### src/rtl/dma_ci_pkg.sv
// Shared constants for the ramDmaCi CI sequencer: opcodes, status-read operand,
// FSM encoding and completion-status bit positions.
package dma_ci_pkg;

    localparam logic [3:0] OP_BUSADDR = 4'b0011;
    localparam logic [3:0] OP_MEMADDR = 4'b0101;
    localparam logic [3:0] OP_BLKSIZE = 4'b0111;
    localparam logic [3:0] OP_BURST   = 4'b1001;
    localparam logic [3:0] OP_CTRL    = 4'b1011;

    localparam logic [31:0] STATUS_READ = 32'h0000_1400;

    localparam int ST_TIMEOUT = 1;
    localparam int ST_BUSERR  = 0;

    typedef enum logic [3:0] {
        IDLE    = 4'd0,
        W_BUS   = 4'd1,
        W_MEM   = 4'd2,
        W_BLK   = 4'd3,
        W_BURST = 4'd4,
        W_CTRL  = 4'd5,
        GAP     = 4'd6,
        P_RD    = 4'd7,
        CMPL    = 4'd8
    } seqState_t;

    function automatic logic [31:0] ciOpA(input logic [3:0] op);
        return {19'd0, op, 9'd0};
    endfunction

    // States that own a CI transaction (start pulse on entry, wait for done).
    function automatic logic isCiState(input seqState_t s);
        return (s != IDLE) && (s != GAP) && (s != CMPL);
    endfunction

endpackage

### src/rtl/dma_ci_sequencer_if.sv
// Descriptor intake and CI bus between the sequencer (master) and its
// environment: descriptor source plus the DMA engine CI port (slave).
interface dma_ci_sequencer_if;
    logic        descValid;
    logic        descReady;
    logic [31:0] descBusAddr;
    logic [8:0]  descMemAddr;
    logic [9:0]  descBlockSize;
    logic [7:0]  descBurstSize;
    logic        descDirIn;
    logic        ciStart;
    logic [7:0]  ciN;
    logic [31:0] ciValueA;
    logic [31:0] ciValueB;
    logic        ciDone;
    logic [31:0] ciResult;

    modport master (
        input  descValid, descBusAddr, descMemAddr, descBlockSize, descBurstSize, descDirIn,
        input  ciDone, ciResult,
        output descReady, ciStart, ciN, ciValueA, ciValueB
    );

    modport slave (
        output descValid, descBusAddr, descMemAddr, descBlockSize, descBurstSize, descDirIn,
        output ciDone, ciResult,
        input  descReady, ciStart, ciN, ciValueA, ciValueB
    );
endinterface

### src/rtl/dma_poll_timer.sv
// Gap down-counter between status polls and per-descriptor poll counter.
// gapExpire marks the last gap cycle; pollLimit flags the final allowed poll.
module dma_poll_timer #(
    parameter logic [3:0]  POLL_GAP   = 4'd3,
    parameter logic [15:0] POLL_LIMIT = 16'hFFFF
) (
    input  logic clock,
    input  logic reset,
    input  logic clear,
    input  logic gapLoad,
    input  logic gapTick,
    input  logic pollTick,
    output logic gapExpire,
    output logic pollLimit
);
    // At least one gap cycle so the engine has left idle before the first poll.
    localparam logic [3:0] GAP_LOAD = (POLL_GAP == 4'd0) ? 4'd1 : POLL_GAP;

    logic [3:0]  gapCnt;
    logic [15:0] pollCnt;

    always_ff @(posedge clock) begin
        if (reset || clear) begin
            gapCnt  <= 4'd0;
            pollCnt <= 16'd0;
        end else begin
            if (gapLoad)
                gapCnt <= GAP_LOAD;
            else if (gapTick && gapCnt != 4'd0)
                gapCnt <= gapCnt - 4'd1;
            if (pollTick)
                pollCnt <= pollCnt + 16'd1;
        end
    end

    assign gapExpire = (gapCnt <= 4'd1);
    assign pollLimit = (pollCnt == POLL_LIMIT);
endmodule

### src/rtl/dma_ci_sequencer.sv
// Programs the ramDmaCi config registers from a descriptor over the CI port,
// starts the transfer and polls engine status until idle or poll timeout.
module dma_ci_sequencer
    import dma_ci_pkg::*;
#(
    parameter logic [7:0]  TARGET_CI_ID = 8'd0,
    parameter logic [3:0]  POLL_GAP     = 4'd3,
    parameter logic [15:0] POLL_LIMIT   = 16'hFFFF
) (
    input  logic                clock,
    input  logic                reset,
    dma_ci_sequencer_if.master  bus,
    output logic                cmplValid,
    output logic [1:0]          cmplStatus,
    output logic                seqBusy,
    output logic [15:0]         cmplCount
);
    seqState_t   state, stateNext;
    logic        accept;
    logic        ciStartQ;
    logic [1:0]  statusQ;
    logic [31:0] busAddrQ;
    logic [8:0]  memAddrQ;
    logic [9:0]  blkQ;
    logic [7:0]  burstQ;
    logic        dirInQ;
    logic        gapExpire, pollLimit;
    logic [31:0] opA, opB;
    logic        unusedResult;

    dma_poll_timer #(.POLL_GAP(POLL_GAP), .POLL_LIMIT(POLL_LIMIT)) timer (
        .clock    (clock),
        .reset    (reset),
        .clear    (accept),
        .gapLoad  (stateNext == GAP && state != GAP),
        .gapTick  (state == GAP),
        .pollTick (stateNext == P_RD && state != P_RD),
        .gapExpire(gapExpire),
        .pollLimit(pollLimit)
    );

    always_comb begin
        stateNext = state;
        accept    = 1'b0;
        case (state)
            IDLE: if (bus.descValid) begin
                accept    = 1'b1;
                stateNext = (bus.descBlockSize == 10'd0) ? CMPL : W_BUS;
            end
            W_BUS:   if (bus.ciDone) stateNext = W_MEM;
            W_MEM:   if (bus.ciDone) stateNext = W_BLK;
            W_BLK:   if (bus.ciDone) stateNext = W_BURST;
            W_BURST: if (bus.ciDone) stateNext = W_CTRL;
            W_CTRL:  if (bus.ciDone) stateNext = GAP;
            GAP:     if (gapExpire)  stateNext = P_RD;
            P_RD: if (bus.ciDone) begin
                if (!bus.ciResult[0] || pollLimit) stateNext = CMPL;
                else                               stateNext = GAP;
            end
            CMPL:    stateNext = IDLE;
            default: stateNext = IDLE;
        endcase
    end

    always_ff @(posedge clock) begin
        if (reset) begin
            state     <= IDLE;
            ciStartQ  <= 1'b0;
            statusQ   <= 2'b00;
            cmplCount <= 16'd0;
            busAddrQ  <= 32'd0;
            memAddrQ  <= 9'd0;
            blkQ      <= 10'd0;
            burstQ    <= 8'd0;
            dirInQ    <= 1'b0;
        end else begin
            state    <= stateNext;
            ciStartQ <= isCiState(stateNext) && (stateNext != state);
            if (accept) begin
                busAddrQ <= bus.descBusAddr;
                memAddrQ <= bus.descMemAddr;
                blkQ     <= bus.descBlockSize;
                burstQ   <= bus.descBurstSize;
                dirInQ   <= bus.descDirIn;
                statusQ  <= 2'b00;
            end
            if (state == P_RD && stateNext == CMPL) begin
                statusQ[ST_TIMEOUT] <= bus.ciResult[0] & pollLimit;
                statusQ[ST_BUSERR]  <= bus.ciResult[1];
            end
            if (state == CMPL)
                cmplCount <= cmplCount + 16'd1;
        end
    end

    always_comb begin
        opA = 32'd0;
        opB = 32'd0;
        case (state)
            W_BUS:   begin opA = ciOpA(OP_BUSADDR); opB = busAddrQ; end
            W_MEM:   begin opA = ciOpA(OP_MEMADDR); opB = {23'd0, memAddrQ}; end
            W_BLK:   begin opA = ciOpA(OP_BLKSIZE); opB = {22'd0, blkQ}; end
            W_BURST: begin opA = ciOpA(OP_BURST);   opB = {24'd0, burstQ}; end
            W_CTRL:  begin opA = ciOpA(OP_CTRL);    opB = dirInQ ? 32'd1 : 32'd2; end
            P_RD:    opA = STATUS_READ;
            default: ;
        endcase
    end

    assign bus.descReady = (state == IDLE);
    assign bus.ciStart   = ciStartQ;
    assign bus.ciN       = ciStartQ ? TARGET_CI_ID : 8'd0;
    assign bus.ciValueA  = opA;
    assign bus.ciValueB  = opB;
    assign seqBusy       = (state != IDLE);
    assign cmplValid     = (state == CMPL);
    assign cmplStatus    = cmplValid ? statusQ : 2'b00;
    assign unusedResult  = ^bus.ciResult[31:2];
endmodule
### src/flat_wrapper.sv
// flat-port wrapper written by rule: the top's interface ports become plain ports
module dma_ci_sequencer_flat import dma_ci_pkg::*;
#(
    parameter logic [7:0]  TARGET_CI_ID = 8'd0,
    parameter logic [3:0]  POLL_GAP     = 4'd3,
    parameter logic [15:0] POLL_LIMIT   = 16'hFFFF
)
  (clock, reset, cmplValid, cmplStatus, seqBusy, cmplCount, bus_descValid, bus_descBusAddr, bus_descMemAddr, bus_descBlockSize, bus_descBurstSize, bus_descDirIn, bus_ciDone, bus_ciResult, bus_descReady, bus_ciStart, bus_ciN, bus_ciValueA, bus_ciValueB);
  dma_ci_sequencer_if bus_i ();
  input  logic clock;
  input  logic reset;
  output logic cmplValid;
  output logic [1:0] cmplStatus;
  output logic seqBusy;
  output logic [15:0] cmplCount;
  input wire logic [$bits(bus_i.descValid)-1:0] bus_descValid;
  input wire logic [$bits(bus_i.descBusAddr)-1:0] bus_descBusAddr;
  input wire logic [$bits(bus_i.descMemAddr)-1:0] bus_descMemAddr;
  input wire logic [$bits(bus_i.descBlockSize)-1:0] bus_descBlockSize;
  input wire logic [$bits(bus_i.descBurstSize)-1:0] bus_descBurstSize;
  input wire logic [$bits(bus_i.descDirIn)-1:0] bus_descDirIn;
  input wire logic [$bits(bus_i.ciDone)-1:0] bus_ciDone;
  input wire logic [$bits(bus_i.ciResult)-1:0] bus_ciResult;
  output wire logic [$bits(bus_i.descReady)-1:0] bus_descReady;
  output wire logic [$bits(bus_i.ciStart)-1:0] bus_ciStart;
  output wire logic [$bits(bus_i.ciN)-1:0] bus_ciN;
  output wire logic [$bits(bus_i.ciValueA)-1:0] bus_ciValueA;
  output wire logic [$bits(bus_i.ciValueB)-1:0] bus_ciValueB;
  assign bus_i.descValid = bus_descValid;
  assign bus_i.descBusAddr = bus_descBusAddr;
  assign bus_i.descMemAddr = bus_descMemAddr;
  assign bus_i.descBlockSize = bus_descBlockSize;
  assign bus_i.descBurstSize = bus_descBurstSize;
  assign bus_i.descDirIn = bus_descDirIn;
  assign bus_i.ciDone = bus_ciDone;
  assign bus_i.ciResult = bus_ciResult;
  assign bus_descReady = bus_i.descReady;
  assign bus_ciStart = bus_i.ciStart;
  assign bus_ciN = bus_i.ciN;
  assign bus_ciValueA = bus_i.ciValueA;
  assign bus_ciValueB = bus_i.ciValueB;
  dma_ci_sequencer #(.TARGET_CI_ID(TARGET_CI_ID), .POLL_GAP(POLL_GAP), .POLL_LIMIT(POLL_LIMIT)) u_core (.clock(clock), .reset(reset), .bus(bus_i), .cmplValid(cmplValid), .cmplStatus(cmplStatus), .seqBusy(seqBusy), .cmplCount(cmplCount));
endmodule
### config.mk
export PLATFORM = sky130hd
export DESIGN_NAME = dma_ci_sequencer_flat
export DESIGN_NICKNAME = d
export VERILOG_FILES = /design/src/rtl/dma_ci_pkg.sv /design/src/rtl/dma_ci_sequencer_if.sv /design/src/rtl/dma_poll_timer.sv /design/src/rtl/dma_ci_sequencer.sv /design/src/flat_wrapper.sv
export SDC_FILE = /design/constraint.sdc
export NUM_CORES = 1
export LEC_CHECK = 0
export ABC_AREA = 0
export BUFFER_PORTS_ARGS = -buffer_cell sky130_fd_sc_hd__clkbuf_2
export CORE_MARGIN = 5
export CORE_UTILIZATION = 52
export DETAILED_ROUTE_END_ITERATION = 16
export GPL_TIMING_DRIVEN = 0
export PLACE_DENSITY = 0.84
export SYNTH_ARGS = -nofsm -noshare
export SYNTH_HDL_FRONTEND = slang
export SYNTH_SLANG_ARGS = --single-unit
### constraint.sdc
create_clock -name clock -period 3.5 [get_ports clock]
set_input_delay 1.05 -clock clock [delete_from_list [all_inputs] [get_ports clock]]
set_output_delay 1.05 -clock clock [all_outputs]
set_load 0.02 [all_outputs]
After elaboration in Yosys (flattened, before gate mapping)
Cells that the tools add are included.
Operators by class
  equal/unequal tests: 17
  bitwise gates (word level): 1
  add/subtract/negate cells: 3
  magnitude comparators: 1
  reductions and logical operators: 18
  mux-type cells: 21
Operators with widths (number)
  $pmux 32 s5: 1
  $pmux 13 s6: 1
  $mux 4: 10
  $add 16x1->16 const B: 2
  $pmux 4 s8: 1
  $eq 4x3->1 const B: 6
  $eq 16x16->1 const B: 1
  $mux 2: 6
  $ne 4x3->1 const B: 3
  $reduce_bool 4->1: 3
  $logic_not 10->1: 1
  $eq 4x2->1 const B: 2
  $eq 4x4->1 const B: 2
  $logic_and 1x1->1: 7
  $eq 4x1->1 const B: 1
  $le 4x1->1 const B: 1
  $logic_not 4->1: 1
  $ne 4x4->1: 1
  $ne 4x4->1 const B: 1
  $reduce_bool 2->1: 2
  $sub 4x1->4 const B: 1
  $logic_or 1x1->1: 2
  $mux 1: 2
  $reduce_or 2->1: 1
  other kinds (2): 2
Word-level totals
  bits in registers: 103
  output and inout port bits: 94

Depth between registers and ports, before layout
Gate-level depths: netlist of run 1.
  depth after elaboration: 9
  mapped depth: 9
  depth with buffers taken out: 6

Hierarchy
A second synthesis of run 1 with hierarchy kept.
Second synthesis, totals
  cell total of the unflattened synthesis: 625
  area, all modules: 4986.0 sq um
Modules (own cells, without submodules)
  dma_ci_sequencer: cells an instance 508, instances 1, area each 3963.8 sq um, seq. area each 1661.6 sq um
  dma_poll_timer: cells an instance 117, instances 1, area each 1022.2 sq um, seq. area each 400.4 sq um

Least setup slack after synthesis of run 1
Ideal clock, no wire load.
  path kind: reg2out
  from: register u_core.state[0]
  to: output port bus_ciValueB[3]
  path slack: 0.931 ns
  arrival time: 1.519 ns
  stages on the path, launching flop included: 6
  path through: dfxtp_1 -> buf_2 -> buf_1 -> mux2i_1 -> nor2_1 -> a221o_1
On the way
  word-level cells in the longest chain between the ends: 2
Ends and longest elaborated chain
  from (decl): line dma_ci_sequencer.sv:18  | seqState_t state, stateNext;
  from (signal assigned): line dma_ci_sequencer.sv:77  | state <= stateNext;
  $eq 4x3->1 (tied with other cells): line dma_ci_sequencer.sv:99  | case (state)
  $pmux 32 s5 *: line dma_ci_sequencer.sv:99
  to (decl): line flat_wrapper.sv:28  | output wire logic [$bits(bus_i.ciValueB)-1:0] bus_ciValueB;
Mark *: on every way between the ends. The rest lies on a longest branch, timed or not.

Worst setup path in the final report of run 1
  from: register u_core.state[0]
  to: output port bus_ciValueB[14]
The elaborated chain is that of the path after synthesis.

==> metrics, run 1 <==
outcome=completed; initial antenna violation count=0; clock root buffer=clkbuf_8; via/cell ratio=between 5 and 6; synth top area cells=dfxtp_1, nand2_1, a21oi_1; final hold viol count=0; Setup TNS=0 ns; max incr delay on CP=around 0.42 ns; max frequency=around 0.30 GHz; Yosys reg bits=103; setup ws final=between 0.15 and 0.2 ns; Post-synth EDFFs=0; CP delay by family, top=buffers and inverters; pre-CTS setup slack=0.354 ns; gr usage total=22.8%; RSZ-0062 raised after global routing=no; Rel. slew slack=between 60% and 70%; crit end category=primary output; syn avg cell area=7.94 um^2; Slew @ Worst Pin=0.580 ns; Initial Util=a little over half; Hold WC Path Type=reg2reg; area grow syn2layout=22.4%; Routability Congestion=between 0.8 and 0.9; # Max-Cap Violations=0; total number of vias=around 4,900; HPWL after detailed placement=roughly 10 mm; Overflow after GRT=0; Mapped Cells=around 630; first-pass GRT wire length=about 22 mm; final setup vio count=0; design area=around 6100 um^2; dpl cell area=a little under 6000 um^2; # clock sinks=around 100; worst path cell trace=buf_2 -> nand2_1 -> nor2_2 -> clkbuf_1 -> and2_1 -> clkbuf_2; crit path DAT=about 2.3 ns; vias in the first global route=between 4,000 and 5,000; Syn Std Cell Area=around 5000 um^2; total power draw=around 2.6 mW; critical path class=reg2out; Tmin final=roughly 3.3 ns; post-synth top area cell=dfxtp_1; largest net degree at the start of global routing=22; 1st-pass router iterations=5; period utilization=a little over nine tenths; Core Region=9330 um^2; CP required=between 2 and 2.5 ns; Skew-Pair Late Insertion Delay=0.38 ns; Post-DRT Antenna Nets=0; power per cell area=between 400 and 500 nW/um^2; num rows=35; Top FF cell, synth=dfxtp_1; Seq/Total Area, Yosys=about two fifths; Die ar.=between 10,000 and 15,000 um^2; layout cell share with drive strength beyond 1=approximately 25%; CTS tree=built; Port Buffer Count=roughly 120; die width=108 um; io pins=between 150 and 200; total CTS buffers=9; Worst Setup Start Kind=flop; commonest cells after routing, fill and taps aside=nand2_1, clkbuf_2, dfxtp_1, a21oi_1, buf_4; H-tree levels=3; initial DRC count=around 290; Synth top area share=about 40%; leakage power=approximately 2.8 nW; # nets final=900; final wirelength=around 13 mm; Clock Path Buffers=2; share of flip-flops with an asynchronous set or reset=0%; crit-path max FO=10; worst path bufs/invs=3; WL per Instance=14.3 um; skew final=between 0.01 and 0.015 ns; slowest cell on the critical path=dfxtp_1; Distinct cells, synth=53; Max IR drop VDD=~0.21 mV; clk slew on worst S/H paths=roughly 0.11 ns; commonest non-fill, non-tap cell in the layout=nand2_1; r2r setup slk=1.46 ns; synth warn=0; worst hold slack=around 0.46 ns; ant diodes=0; die height=108 um; # DRC=0; Max Slew Vio Count=0
-- power breakdown --
group	switching (mW)	internal [mW]	leakage [nW]
Sequential	0.0412	1.24	0.839
Combinational	0.364	0.193	1.81
Clock	0.477	0.290	0.105
Total	0.883	1.73	2.75
-- metal layers --
layer  part of all wire, %  track usage, %  vias up
li1                      -               -     2437
met1                    40            26.7     2230
met2                    51            40.9      176
met3                   7.3            5.19       26
met4                   2.3            7.94        0
met5                     0               0        -
-- worst paths after layout --
path | depth (start not counted) | startpoint | end
worst max-delay path | 6 | u_core.state[0] | bus_ciValueB[14]
worst min-delay path | 2 | u_core.busAddrQ[27] | u_core.busAddrQ[27]
worst max register to register | 8 | u_core.state[1] | u_core.busAddrQ[11]
worst min register to register | 2 | u_core.busAddrQ[27] | u_core.busAddrQ[27]
-- through the flow --
stage / utilization (%) / std cells
after floorplan: - / 666
after global placement: 63.4 / 917
after detailed placement: 63.4 / 917
after CTS: 65.7 / 933
after global routing: 65.7 / 933
final: 65.7 / 933
-- layout make-up --
class | instances | area [um^2]
buffer | 75 | 452
clock buffer | 9 | 124
clock inverter | 7 | 86.3
fill | 815 | 3200
inverter | 12 | 45.0
multi-input combinational | 476 | 2590
sequential | 103 | 2060
tap | 129 | 161
timing repair buffer | 122 | 611
-- cells in the mapped netlist, drive strengths merged, types with 11 or more instances --
library cell	count
clkbuf	22
o21ai	12
nand4	14
nand2	135
mux2i	11
and2	28
inv	12
nor2	33
xor2	11
dfxtp	103
a21oi	85
buf	53
nand3	13
-- timing repair --
action | in CTS | in global routing
resized for setup | 1 | 3
hold buffers | 0 | 0
buffers inserted | 0 | 0
pin swaps | 0 | 0
setup endpoints to repair | 20 | 12
-- sequential cells by signal, summed over array words and instances (netlist names) --
signal                count
u_core.state              4
u_core.blkQ              10
u_core.timer.gapCnt       4
u_core.burstQ             8
u_core.memAddrQ           9
u_core.statusQ            2
u_core.timer.pollCnt     16
u_core.cmplCount         16
u_core.bus.ciStart        1
u_core.busAddrQ          32
u_core.dirInQ             1
-- cell families after synthesis --
group                    share of synthesized area (%)
other                                           0.0749
XOR/XNOR                                          2.27
AND/OR/NAND/NOR                                   26.6
multiplexers                                      2.42
AO/OA/AOI/OAI                                     16.3
buffers and inverters                             9.89
flip-flops                                        41.2
adder cells (fa/ha/maj)                           1.25
-- worst reg2reg max path: stages (launching register included) --
cell and delay, ns:
dfxtp_1 0.39, buf_2 0.25, nor2_1 0.10, nand2_1 0.14
inv_2 0.08, nand2_1 0.33, clkbuf_1 0.39, nand2_1 0.11
a21oi_1 0.19
Power figures use the tool's default switching activity.
==> run 2: changes to the inputs <==
--- a/config.mk
+++ b/config.mk
@@ -7,11 +7,11 @@
 export LEC_CHECK = 0
 export ABC_AREA = 0
 export BUFFER_PORTS_ARGS = -buffer_cell sky130_fd_sc_hd__clkbuf_2
-export CORE_MARGIN = 5
 export CORE_UTILIZATION = 52
 export DETAILED_ROUTE_END_ITERATION = 16
 export GPL_TIMING_DRIVEN = 0
 export PLACE_DENSITY = 0.84
+export SLEW_MARGIN = 20
 export SYNTH_ARGS = -nofsm -noshare
 export SYNTH_HDL_FRONTEND = slang
 export SYNTH_SLANG_ARGS = --single-unit
==> constraint.sdc (replaced) <==
create_clock -name clock -period 3.5 [get_ports clock]
set_input_delay 0 -clock clock [delete_from_list [all_inputs] [get_ports clock]]
set_output_delay 0 -clock clock [all_outputs]
set_load 0.02 [all_outputs]
==> run 2 against run 1 <==
Effect of this change:
- non-clock buffer count is 63 higher
- clock-buffer cell count stayed put
- critical path depth stayed put
- power is 2.5% higher
- cell count is 6.8% higher
- highest routed layer unchanged
==> metrics, run 2 (synthesis results as in run 1) <==
CP required=roughly 3.5 ns; final setup vio count=0; Post-CTS Repair Setup Buffers=0; Pint=1.77 mW; ant diodes=0; setup ws final=about 0.98 ns; Reg with most FFs=u_core.busAddrQ; Top Registers=u_core.busAddrQ x32, u_core.cmplCount x16, u_core.timer.pollCnt x16; Tmin final=between 2 and 3 ns; Cells after DPL=approximately 920; commonest cells after routing, fill and taps aside=nand2_1, clkbuf_2, dfxtp_1, a21oi_1, dlygate4sd3_1; Port Buffer Count=122; total number of vias=around 5,400; num rows=35; vias in the first global route=5,246; crit end category=primary output; CTS tree=built; outcome=completed; slowest cell on the critical path=nor2_1; crit-path max FO=10; first-pass GRT wire length=around 25 mm; max reg flops=32; initial DRC count=303; Hold WC Path Type=in2reg; dpl cell area=5910 um^2; worst path cell trace=buf_2 -> nand2_1 -> nor2_1 -> clkbuf_1 -> and2_1 -> clkbuf_2; initial antenna violation count=0; post-cts sizing count=0; leakage power=~3 nW; H-tree levels=3; Clock Power Share=approximately 28%; Post-DRT Antenna Nets=0; Net Sw Power=a little over 0.9 mW; Worst Setup Start Kind=flop; Skew-Pair Late Insertion Delay=between 0.3 and 0.4 ns; crit path DAT=between 2 and 3 ns; met3 Use GR=6.96%; Die ar.=around 10,000 um^2; pre-CTS setup slack=roughly 1.4 ns; # nets final=just under 1,000; GR Util met1=approximately a third; Max Slew Vio Count=0; layout cell share with drive strength beyond 1=23.3%; critical path class=reg2out; filler cell count=roughly 710; total CTS buffers=9; register area=slightly above 2000 um^2; Multi-input gate area=roughly 2600 um^2; # Max-Cap Violations=0; final hold viol count=0; switching fraction of total power=approximately 34%; RSZ-0062 raised after global routing=no; # clock sinks=~100; power per cell area=roughly 400 nW/um^2; design area=between 6000 and 7000 um^2; fin cells=approximately 1,000; gr usage total=a little under a third; grt met2 use=between 50 and 60%; # DRC=0; WL per Instance=15.6 um; HPWL after detailed placement=approximately 10 mm; sequential share of power=slightly below 50%; 1st-pass router iterations=6; Overflow after GRT=0; clk slew on worst S/H paths=~0.10 ns; area grow syn2layout=34.5%; die width=between 100 and 150 um; io pins=190; Setup TNS=0 ns; total power draw=roughly 2.7 mW; worst path bufs/invs=3; Routability Congestion=between 0.8 and 0.9; Comb power frac=between 20% and 30%; via/cell ratio=roughly 5.4; max incr delay on CP=between 0.5 and 0.6 ns; skew final=around 0.023 ns; CP delay by family, top=simple AND/OR/NAND/NOR gates; largest net degree at the start of global routing=21; clock root buffer=clkbuf_8; GRT busiest layer=met2; Slew @ Worst Pin=roughly 0.9 ns; Clock Path Buffers=2; period utilization=71.9%; max frequency=between 0.3 and 0.4 GHz; commonest non-fill, non-tap cell in the layout=nand2_1; Rel. slew slack=between 40% and 50%; die height=about 100 um; Core Region=9280 um^2; Max IR drop VDD=between 0.2 and 0.3 mV; Initial Util=about 54%; final wirelength=approximately 16 mm
==> run 2: cell count changes in the layout (fill, tap and decap cells not counted), sizes merged <==
cell / change
clkinv: -2
dlygate4sd3: +63
inv: +2
==> run 2: through the flow <==
stage,hold WS [ns],util [%]
after floorplan,0.136,-
after global placement,0.224,63.7
after detailed placement,0.230,63.7
after CTS,0.00521,72.6
after global routing,0.0395,72.6
final,0.0131,72.6
==> run 2: final timing paths <==
path	slack (ns)	to	cells after the start	from
max reg2reg	1.34	u_core.busAddrQ[28]	8	u_core.state[1]
min reg2reg	0.47	u_core.busAddrQ[11]	2	u_core.busAddrQ[11]
max	0.98	bus_ciValueB[20]	6	u_core.state[0]
min	0.01	u_core.timer.gapCnt[1]	3	bus_descValid
==> run 2: per-layer routing <==
metal / wire length, um / up-vias / part of all wire (%)
met5: 0 / - / 0
met1: 5940 / 2511 / 38
met3: 931 / 61 / 6.0
met2: 8010 / 245 / 52
met4: 643 / 0 / 4.1
li1: - / 2563 / -
==> run 2: layout make-up <==
class | instances | area share (%)
sequential | 103 | 30.6
tap | 129 | 2.40
inverter | 12 | 0.668
buffer | 75 | 6.68
clock inverter | 7 | 1.06
multi-input combinational | 476 | 38.3
clock buffer | 9 | 1.84
timing repair buffer | 185 | 18.4
==> run 2: power groups by stage <==
stage,logic [mW],clock network (mW),registers (mW)
6_report,0.635,0.750,1.29
5_1_grt,0.683,0.808,1.30
4_1_cts,0.605,0.757,1.28
3_5_place_dp,0.547,0,1.31
3_3_place_gp,0.535,0,1.31
2_1_floorplan,0.386,0,1.30
==> run 2: repair_timing <==
action                                  4_1_cts  5_1_grt
endpoints found under the hold margin        67        0
endpoints found under the setup margin        0        0
hold buffers                                 63        0
==> run 2: worst register-to-register path, cell delays in order, from the launching register on <==
cell	delay, ns
dfxtp_1	0.40
buf_2	0.23
nor2_1	0.09
nand2_1	0.14
inv_2	0.08
nand2_1	0.34
clkbuf_1	0.42
nand2_1	0.11
a21oi_1	0.27
==> run 3: changes to the inputs <==
--- a/config.mk
+++ b/config.mk
@@ -5,12 +5,12 @@
 export SDC_FILE = /design/constraint.sdc
 export NUM_CORES = 1
 export LEC_CHECK = 0
-export ABC_AREA = 0
+export ABC_AREA = 1
 export BUFFER_PORTS_ARGS = -buffer_cell sky130_fd_sc_hd__clkbuf_2
-export CORE_UTILIZATION = 52
+export CORE_UTILIZATION = 45
 export DETAILED_ROUTE_END_ITERATION = 16
 export GPL_TIMING_DRIVEN = 0
-export PLACE_DENSITY = 0.84
+export PLACE_DENSITY = 0.77
 export SLEW_MARGIN = 20
 export SYNTH_ARGS = -nofsm -noshare
 export SYNTH_HDL_FRONTEND = slang
==> constraint.sdc (replaced) <==
create_clock -name clock -period 2.3 [get_ports clock]
set_input_delay 0 -clock clock [delete_from_list [all_inputs] [get_ports clock]]
set_output_delay 0 -clock clock [all_outputs]
set_load 0.02 [all_outputs]
==> run 3 against run 2 <==
Effect of this change:
- critical path depth increased by 1
- combinational power increased by 51%
- flip-flop and latch count unchanged
- final area is essentially flat
- global-route usage down 7.5 points
==> metrics, run 3 <==
outcome=completed; Distinct cells, synth=40; largest net degree at the start of global routing=21; largest family of logic cells by synthesized area=simple AND/OR/NAND/NOR gates; setup ws final=between 0.15 and 0.2 ns; Post-synth EDFFs=0; dpl cell area=just under 6000 um^2; max frequency=between 0.4 and 0.5 GHz; final wirelength=13.6 mm; CP required=2.30 ns; syn avg cell area=roughly 7.3 um^2; register area=roughly 2100 um^2; synth top area cells=dfxtp_1, a21oi_1, o21ai_0; r2r setup slk=between 0.4 and 0.5 ns; fin cells=roughly 1,100; Reg with most FFs=u_core.busAddrQ; io pins=190; final core occ=between 60% and 70%; crit-path max FO=10; RSZ-0062 raised after global routing=no; filler cell count=between 900 and 1,000; Multi-input gate area=approximately 2300 um^2; Syn Std Cell Area=about 5000 um^2; first-pass GRT wire length=21.6 mm; critical path class=reg2out; Seq/Total Area, Yosys=approximately 41%; mux contribution to synthesized area=0%; synth cell count leaders=dfxtp_1, nor2_1, inv_1; Skew-Pair Late Insertion Delay=around 0.38 ns; clock root buffer=clkbuf_8; via/cell ratio=~4.7; worst setup path end=bus_ciValueB[14]; Yosys reg bits=around 100; total number of vias=around 5,000; # clock sinks=a little over 100; Synth top area share=between 40% and 50%; CTS tree=built; power per cell area=roughly 600 nW/um^2; Max IR drop VDD=0.329 mV; Synth Area in Compound Gates=between 10% and 20%; Cells after DPL=between 900 and 1,000; Routability Congestion=roughly 0.86; Core Region=approximately 11,000 um^2; die height=107 um; commonest non-fill, non-tap cell in the layout=clkbuf_2; Top Registers=u_core.busAddrQ x32, u_core.cmplCount x16, u_core.timer.pollCnt x16; crit end category=primary output; max reg flops=32; pre-CTS setup slack=roughly 0.40 ns; design area=approximately 6700 um^2; Post-DRT Antenna Nets=0; Post-CTS Repair Setup Buffers=0; leakage power=~3.1 nW; WL per Instance=roughly 13 um; final hold viol count=0; Critical R2R Launch=u_core.timer.gapCnt[0]; area grow syn2layout=34.9%; ant diodes=0; Critical Path Start=u_core.state[0]; H-tree levels=3; commonest cells after routing, fill and taps aside=clkbuf_2, dfxtp_1, nor2_1, inv_1; Tmin final=between 2 and 2.5 ns; Rel. slew slack=between 60 and 70%; HPWL after detailed placement=a little over 9 mm; synth warn=0; # nets final=between 1,000 and 1,500; Overflow after GRT=0; Initial Util=between 40% and 50%; 1st-pass router iterations=6; Port Buffer Count=between 100 and 150; initial DRC count=256; Reg2Reg Depth=10; vias in the first global route=roughly 4,800; skew final=approximately 0.013 ns; Synth Area in Adders=roughly 1.3%; period utilization=between 90% and 100%; Worst Setup Start Kind=flop; Mapped Cells=roughly 690; post-synth top area cell=dfxtp_1; gr usage total=about a quarter; # DRC=0; Top FF cell, synth=dfxtp_1; # Max-Cap Violations=0; hold depth=5; total CTS buffers=9; worst hold slack=0.0756 ns; initial antenna violation count=0; share of flip-flops with an asynchronous set or reset=0%; crit path DAT=2.12 ns; Die ar.=~12,000 um^2; total power draw=~4 mW; layout cell share with drive strength beyond 1=23.1%; simple-gate area share of the yosys netlist=21.0%; Hold WC Path Type=in2reg; Slew @ Worst Pin=~0.54 ns; Max Slew Vio Count=0; num rows=38; Setup TNS=0 ns; Clock Path Buffers=2; terminus of the critical flop-to-flop path=u_core.bus.ciStart; die width=~110 um; most common cell in the netlist=dfxtp_1; clk slew on worst S/H paths=0.10 ns; xor-xnor portion of the synthesized cell area=1.40%; final setup vio count=0
==> run 3: timing repair <==
action	in CTS	in global routing
endpoints found under the setup margin	0	17
hold buffers	63	0
endpoints found under the hold margin	64	0
gates resized for setup	0	2
==> run 3: power breakdown <==
group	switching (mW)	internal, mW
Clock	0.698	0.427
Sequential	0.0551	1.93
Combinational	0.601	0.359
==> run 3: worst min-delay path by stage <==
stage	from	end	slack [ns]
after detailed placement	bus_descBurstSize[6]	u_core.burstQ[6]	0.23
final	bus_descValid	u_core.state[3]	0.08
after CTS	bus_ciDone	u_core.statusQ[0]	0.07
after global placement	bus_descBusAddr[7]	u_core.busAddrQ[7]	0.23
after global routing	bus_ciDone	u_core.statusQ[1]	0.09
after floorplan	bus_descBlockSize[1]	u_core.blkQ[1]	0.13
==> run 3: cells by family (layout without fill, tap and decap cells) <==
logic type,count (synthesis),after routing
AO/OA/AOI/OAI,182,182
buffers and inverters,162,363
AND/OR/NAND/NOR,226,226
flip-flops,103,103
other,1,36
adder cells (fa/ha/maj),5,5
XOR/XNOR,8,8
==> run 3: routing by layer <==
metal  up-vias  part of all wire (%)  wire, um  track usage (%)
met2       186                    49      6650             43.2
met5         -                     0         0                0
li1       2617                     -         -                -
met3        28                   6.2       843             3.93
met4         0                   2.4       330             9.49
met1      2212                    42      5730             27.8
==> run 3: worst max-delay path: stages (launching register included) <==
cell and delay (ns):
dfxtp_1 0.52, nand2_1 0.17, nor2_2 0.22, inv_1 0.08, buf_2 0.20, buf_2 0.22, nor2_1 0.14, clkbuf_2 0.19
==> run 3: cell type report <==
type / instances / area share (%)
buffer: 64 / 6.27
inverter: 98 / 5.45
clock inverter: 7 / 1.04
sequential: 103 / 30.6
clock buffer: 9 / 1.84
multi-input combinational: 457 / 33.8
timing repair buffer: 185 / 18.4
tap: 140 / 2.60
